### src/rtl/ntr_resp_tx.sv
// Cartridge-side NTR response transmitter: prefetches one byte from a valid/ready
// source and shifts it onto the data bus once per clk edge while cs1 is low.
module ntr_resp_tx #(
    parameter int          LEN_WIDTH = 15,
    parameter logic [7:0]  IDLE_BYTE = 8'hFF
) (
    input  logic                 clk,
    input  logic                 rst_n,
    input  logic                 cs1,
    input  logic                 start,
    input  logic [LEN_WIDTH-1:0] length,
    input  logic [7:0]           src_data,
    input  logic                 src_valid,
    output logic                 src_ready,
    output logic [7:0]           data_out,
    output logic                 data_oe,
    output logic                 busy,
    output logic                 done,
    output logic                 underrun
);

    typedef enum logic [1:0] {IDLE, LOAD, XFER, DONE} state_t;

    state_t               state;
    state_t               state_next;
    logic [LEN_WIDTH-1:0] remaining;
    logic [7:0]           hold;
    logic                 consume;
    logic                 more;

    assign consume  = (state == XFER) && !cs1;
    assign more     = remaining > LEN_WIDTH'(1);
    assign data_out = hold;

    always_ff @(posedge clk or negedge rst_n) begin
        if (!rst_n) begin
            state <= IDLE;
        end else begin
            state <= state_next;
        end
    end

    always_comb begin
        state_next = state;
        unique case (state)
            IDLE: begin
                if (start) begin
                    state_next = (length != '0) ? LOAD : DONE;
                end
            end
            LOAD: begin
                if (src_valid) begin
                    state_next = XFER;
                end
            end
            XFER: begin
                if (consume && !more) begin
                    state_next = DONE;
                end
            end
            DONE: state_next = IDLE;
            default: state_next = IDLE;
        endcase
    end

    always_comb begin
        src_ready = (state == LOAD) || (consume && more);
        data_oe   = consume;
        busy      = (state != IDLE);
        done      = (state == DONE);
    end

    // An underrun still burns a byte slot: the idle byte goes out and the count moves on.
    always_ff @(posedge clk or negedge rst_n) begin
        if (!rst_n) begin
            remaining <= '0;
            hold      <= IDLE_BYTE;
            underrun  <= 1'b0;
        end else begin
            unique case (state)
                IDLE: begin
                    if (start) begin
                        remaining <= length;
                        underrun  <= 1'b0;
                    end
                end
                LOAD: begin
                    if (src_valid) begin
                        hold <= src_data;
                    end
                end
                XFER: begin
                    if (consume) begin
                        remaining <= remaining - LEN_WIDTH'(1);
                        if (more) begin
                            if (src_valid) begin
                                hold <= src_data;
                            end else begin
                                hold     <= IDLE_BYTE;
                                underrun <= 1'b1;
                            end
                        end
                    end
                end
                DONE: hold <= IDLE_BYTE;
                default: hold <= IDLE_BYTE;
            endcase
        end
    end

endmodule

### config.mk
export PLATFORM = sky130hd
export DESIGN_NAME = ntr_resp_tx
export DESIGN_NICKNAME = d
export VERILOG_FILES = /design/src/rtl/ntr_resp_tx.sv
export SDC_FILE = /design/constraint.sdc
export NUM_CORES = 1
export LEC_CHECK = 0
export BUFFER_PORTS_ARGS = -buffer_cell sky130_fd_sc_hd__clkbuf_2
export CORE_ASPECT_RATIO = 0.7
export CORE_MARGIN = 4
export CORE_UTILIZATION = 52
export CTS_CLUSTER_SIZE = 40
export DETAILED_ROUTE_END_ITERATION = 10
export PLACE_DENSITY_LB_ADDON = 0.05
export SLEW_MARGIN = 0
export SYNTH_ARGS = -nofsm -noshare
export SYNTH_HDL_FRONTEND = slang
export SYNTH_SLANG_ARGS = --single-unit
### constraint.sdc
create_clock -name clk -period 2.84 [get_ports clk]
set_input_delay 0.142 -clock clk [delete_from_list [all_inputs] [get_ports clk]]
set_output_delay 0.142 -clock clk [all_outputs]
set_load 0.05 [all_outputs]
==> flow_summary.toml, run 1 <==
[timing]
final.setup.tns_ns = 0
setup_viol = 0
finalCritPeriodShare_pct = 91.89
fmax_mhz = 383.2
finalMaxSlewViolations = 0
finalClockSkew_ns = 0.009169
worstMarginPinSlew_ns = 0.6279
max_slew_margin_pct = 57.81
period_needed_ns = 2.610
hold_viol_final = 0
rsz0062_at_grt = "no"

[route]
viasPerCell = 6.079
vias = 1465
dr.pass1.iters = 5
post-route-drc-count = 0
post_drt_wl_per_cell_um = 16.10
drtIter0Drc = 227
wl_um = 3880
ant_nets = 0

[worst_hold_path]
hold_path.class = "primary input to flop"
whs_path_depth = 2

[clock_network]
clk_pin_slew_worst_paths_ns = 0.09
numCtsBuffers = 3
cts_resized = 0
cts_num_sinks = 26
htree_num_levels = 1
postCtsHoldBufs = 1
clock-root-buffer = "clkbuf_8"
clockBufferDepth = 2
insertion_delay_ns = 0.28
cts_setup_buffers = 0
cts_tree = "built"

[worst_setup_path]
reg2reg_depth = 7
end_kind = "output port"
arrival_ns = 2.47
crit_type = "flop to output port"
max_stage_delay_ns = 0.51
crit_required_ns = 2.70
worstPathMaxFanout = 7
crit_path_top_delay_cell = "or4_1"
worst_setup_path_start_kind = "flop"
crit_chain = "or4_1 -> or2_1 -> or4_4 -> a21o_1 -> clkbuf_2"

[pwr]
power.density_mw_per_mm2 = 1388
p_leak_nw = 0.8152
ir_drop_v = 0.0007555

[floorplan]
die_h_um = 53.37
num_rows = 16
start_util_pct = 54.55
fp.coreArea_mm2 = 0.002803
die_x_um = 72.81
die_area_mm2 = 0.003886
io_pins = 41

[run]
drv_cap = 0

[global_route]
grt_pass1_wl_um = 6368
grtUsageTotal_pct = 22.01
grt-ovfl-total = 0
grt_max_degree = 27
antenna_found_initial = 0
grt_pass1_vias = 1281

[synthesis]
synth_edf_count = 0
dominantRegCellSynth = "dfrtp_1"
synth_cell_type_count = 36
async_reset_ff_share_pct = 100.0
syn_nets = 198
syn_area_mm2 = 0.001529
avgSynthCellArea_um2 = 9.380
syn_inst = 163
synth_warnings = 0
ys_seq_area_share_pct = 43.21
ys_ff_latch = 26

[cells_and_area]
drive_gt1_share_pct = 29.27
final_net_count = 241
areaGrowthSynthToFinish_pct = 21.60
fin_util_pct = 66.34
fillCellCount = 231
insertedDiodeCount = 0

[run_status]
status = "finished, final reports clean"

[placed_design]
port_buffers = 40
gp_congestion = 0.8627
hpwl_um = 3014
-- synth_stat cells, types with 2 or more instances --
cell type,instances,area share (%)
dfrtp_1,18,29
a21oi_1,17,5.6
nor2_1,15,3.7
nand2_1,12,2.9
o22a_1,9,5.2
o22ai_1,9,3.7
dfstp_2,8,14
inv_1,8,2.0
clkbuf_1,7,1.7
ha_1,7,5.7
nor3_1,6,2.0
mux2i_1,5,3.3
nor4_1,5,2.0
o21ai_0,5,1.6
a31oi_1,4,1.6
nand3_1,3,0.98
a221o_1,2,1.3
a22oi_1,2,0.98
a311oi_1,2,1.1
or3_1,2,0.82
or4_1,2,0.98
-- through the flow --
stage	instance area, um^2	worst slack [ns]	hold slack [ns]	instances	power [mW]
after global placement	1778	0.4642	0.1842	236	2.214
after floorplan	1529	0.3336	-0.1536	163	1.895
final	1859	0.2303	0.09057	241	2.581
after detailed placement	1778	0.3591	0.1964	236	2.261
after global routing	1859	0.1187	0.09212	241	2.774
after CTS	1859	0.2354	0.08761	241	2.579
-- placed cells by master (no fill, tap or decap), drive strengths merged, types with 2 or more instances in the layout --
cell type | Yosys | layout
dfstp | 8 | 8
o211ai | 2 | 2
o22ai | 9 | 9
a21oi | 17 | 17
a311oi | 2 | 2
or3 | 2 | 2
o21ai | 5 | 5
nor4 | 5 | 5
nand3 | 3 | 3
or4 | 3 | 3
clkbuf | 7 | 43
ha | 7 | 7
o22a | 9 | 9
o211a | 2 | 2
nand2 | 12 | 12
a22oi | 2 | 2
a31oi | 4 | 4
a221o | 2 | 2
dfrtp | 18 | 18
nor3 | 6 | 6
nor2 | 15 | 15
buf | 0 | 4
mux2i | 5 | 5
inv | 8 | 8
-- layout make-up --
cell class              count  area (um^2)  area share [%]
clock inverters             1        30.03           1.615
inverters                   8        30.03           1.615
multi-input cells         122        812.0           43.67
repair buffers             45        240.2           12.92
clock buffers               3        41.29           2.221
well taps                  36        45.04           2.423
flip-flops and latches     26        660.6           35.53
-- flip-flops by register name, indices dropped and copies added, names as in the netlist --
name,flops
underrun,1
data_out,8
state,2
remaining,15
-- critical path, delay by kind of cell, from the launching register on --
family                 cells  cell delay [ns]
AND/OR/NAND/NOR            3             1.28
flip-flops                 1             0.47
buffers and inverters      1             0.23
AO/OA/AOI/OAI              1             0.21
-- power by group --
part | switching [mW] | total, mW | internal [mW] | leakage, nW
Combinational | 0.955 | 1.48 | 0.526 | 0.487
Clock | 0.120 | 0.309 | 0.189 | 0.0357
Sequential | 0.186 | 0.790 | 0.604 | 0.293
Total | 1.26 | 2.58 | 1.32 | 0.815
-- cell families after synthesis --
| group | count (synthesis) | share of synthesized area, % |
|---|---|---|
| adder cells (fa/ha/maj) | 7 | 5.728 |
| flip-flops | 26 | 43.21 |
| AO/OA/AOI/OAI | 59 | 27.50 |
| multiplexers | 5 | 3.273 |
| buffers and inverters | 15 | 3.683 |
| AND/OR/NAND/NOR | 51 | 16.61 |
-- final timing paths --
path                       slack, ns                         to                startpoint
min in group asynchronous       0.40       underrun$_DFFE_PN0P_                     rst_n
min                             0.09    data_out[3]$_DFFE_PN1P_               src_data[3]
min reg2reg                     0.52    data_out[4]$_DFFE_PN1P_   data_out[4]$_DFFE_PN1P_
max in group asynchronous       2.01   remaining[1]$_DFFE_PN0P_                     rst_n
max reg2reg                     0.30  remaining[14]$_DFFE_PN0P_  remaining[0]$_DFFE_PN0P_
max                             0.23                  src_ready  remaining[5]$_DFFE_PN0P_
-- routing by layer --
metal | part of all wire [%] | GRT usage [%] | vias to the layer above
li1 | - | - | 708
met1 | 45 | 31.31 | 674
met2 | 45 | 32.49 | 79
met3 | 8.7 | 5.313 | 4
met4 | 0.88 | 7.362 | 0
met5 | 0 | 0 | -
Note: power is estimated with default switching activity, not from simulation.
==> inputs of run 2 (changes only) <==
ABC_AREA = 1   (was unset)
CORE_UTILIZATION = 54   (was 52)
==> flow_summary.toml, run 2 <==
[run_status]
status = "finished, final reports clean"

[global_route]
grtUsageTotal_pct = 21.76
grt_pass1_vias = 1658
antenna_found_initial = 0
grt_pass1_wl_um = 7769
grt-ovfl-total = 0
grt_max_degree = 27

[timing]
fmax_mhz = 453.2
setup_viol = 0
finalClockSkew_ns = 0.003962
period_needed_ns = 2.206
worstMarginPinSlew_ns = 0.6554
final.setup.tns_ns = 0
finalCritPeriodShare_pct = 77.69
whs_ns = 0.1148
hold_viol_final = 0
finalMaxSlewViolations = 0
rsz0062_at_grt = "no"
setup_ws_ns = 0.6337
max_slew_margin_pct = 56.31

[floorplan]
die_area_mm2 = 0.004524
die_h_um = 57.49
io_pins = 41
die_x_um = 78.70
num_rows = 17
start_util_pct = 58.05
fp.coreArea_mm2 = 0.003254

[worst_setup_path]
end_kind = "output port"
cp.depth = 8
rrSetupSlack_ns = 0.99
crit_buf_inv = 4
reg2reg_depth = 8
crit_required_ns = 2.70
worstPathMaxFanout = 21
cp_top_family = "buffers and inverters"
crit_chain = "inv_1 -> ha_1 -> buf_4 -> inv_2 -> nor2_1 -> nand3_1 -> nand2_1 -> clkbuf_2"
crit_end = "src_ready"
r2r-start = "state[0]$_DFFE_PN0P_"
crit_type = "flop to output port"
max_stage_delay_ns = 0.42
crit_path_top_delay_cell = "dfrtp_1"
cp-startpoint = "state[0]$_DFFE_PN0P_"
worstReg2RegEnd = "remaining[5]$_DFFE_PN0P_"
arrival_ns = 2.06
worst_setup_path_start_kind = "flop"

[clock_network]
cts_setup_buffers = 0
clock-root-buffer = "clkbuf_8"
cts_resized = 0
clockBufferDepth = 2
insertion_delay_ns = 0.27
clk_pin_slew_worst_paths_ns = 0.10
numCtsBuffers = 3
htree_num_levels = 1
postCtsHoldBufs = 1
cts_num_sinks = 26
cts_tree = "built"

[placed_design]
place_ws_ns = 0.9667
place_inst = 361
port_buffers = 40
gp_congestion = 0.8787
hpwl_um = 3497

[route]
viasPerCell = 4.986
post_drt_wl_per_cell_um = 12.42
wl_um = 4546
post-route-drc-count = 0
vias = 1825
ant_nets = 0
drtIter0Drc = 145
dr.pass1.iters = 4

[synthesis]
dominantRegCellSynth = "dfrtp_1"
synth_fa_ha_area_share_pct = 4.636
synth_top_family_by_area = "simple AND/OR/NAND/NOR gates"
yosysTopAreaCell = "dfrtp_1"
synthSimpleGateAreaFrac_pct = 48.15
synth.top_cell.area_share_pct = 23.84
ys_ff_latch = 26
async_reset_ff_share_pct = 100.0
syn_inst = 279
synthXorXnorAreaFrac_pct = 0.4636
yosysMostFrequentCell = "nand2_1"
synth_area_leaders = "dfrtp_1 (24%), nand2_1 (18%), dfstp_2 (11%)"
synth_warnings = 0
muxShareOfSynthArea_pct = 0
avgSynthCellArea_um2 = 6.772
syn_nets = 314
synth_compound_area_share_pct = 5.099
synth_edf_count = 0
synth_common_cells = "nand2_1 (93), nor2_1 (46), nand3_1 (28)"
synth_cell_type_count = 28
ys_seq_area_share_pct = 34.97
syn_area_mm2 = 0.001889

[worst_hold_path]
min_from = "length[4]"
hold_path.class = "primary input to flop"

[pwr]
p_leak_nw = 1.146
ir_drop_v = 0.0007456
power.density_mw_per_mm2 = 1231

[cells_and_area]
layout_common_cells = "nand2_1 (93), nor2_1 (46), clkbuf_2 (40)"
largest_reg_flops = 15
final_common_cell = "nand2_1"
final_net_count = 355
regMostFlops = "remaining"
insertedDiodeCount = 0
stdcell_count = 366
drive_gt1_share_pct = 24.76
areaGrowthSynthToFinish_pct = 16.49

[run]
drv_cap = 0
run 2: final cells by class:
class                      instances  area (um^2)
clock buffer                       3        41.29
clock inverter                     1        30.03
fill                             315         1054
sequential                        26        660.6
tap                               47        58.81
multi-input combinational        223         1102
inverter                          24        90.09
timing repair buffer              42        217.7
run 2: report_power, final:
part	total (mW)	internal (mW)	switching, mW
clock network	0.314	0.189	0.125
registers	0.777	0.604	0.173
logic	1.62	0.474	1.14
total	2.71	1.27	1.44
run 2: stage by stage:
stage	instance area (um^2)	util [%]	total power [mW]
2_1_floorplan	1889	-	2.076
3_3_place_gp	2120	65.13	2.370
3_5_place_dp	2120	65.13	2.383
4_1_cts	2201	67.63	2.710
5_1_grt	2201	67.63	2.964
6_report	2201	67.63	2.709
run 2: cell families after synthesis:
| logic type | count (synthesis) |
|---|---|
| AO/OA/AOI/OAI | 18 |
| XOR/XNOR | 1 |
| adder cells (fa/ha/maj) | 7 |
| buffers and inverters | 30 |
| flip-flops | 26 |
| AND/OR/NAND/NOR | 197 |
run 2: worst min-delay path by stage:
stage	end	slack, ns	cells past startpoint
after CTS	remaining[4]$_DFFE_PN0P_	0.12	3
after global placement	remaining[7]$_DFFE_PN0P_	0.20	1
after global routing	remaining[2]$_DFFE_PN0P_	0.12	3
final	remaining[4]$_DFFE_PN0P_	0.11	3
after floorplan	remaining[0]$_DFFE_PN0P_	-0.15	0
after detailed placement	remaining[7]$_DFFE_PN0P_	0.20	1
run 2: worst min-delay path: stages:
cell and delay [ns]:
clkbuf_2 0.09, nand2_1 0.06, o211ai_1 0.07
run 2: per-layer routing:
layer / wire (um) / track usage (%)
met5: 0 / 0
met4: 17 / 2.244
met3: 348 / 4.416
met2: 1846 / 31.56
met1: 2333 / 34.11
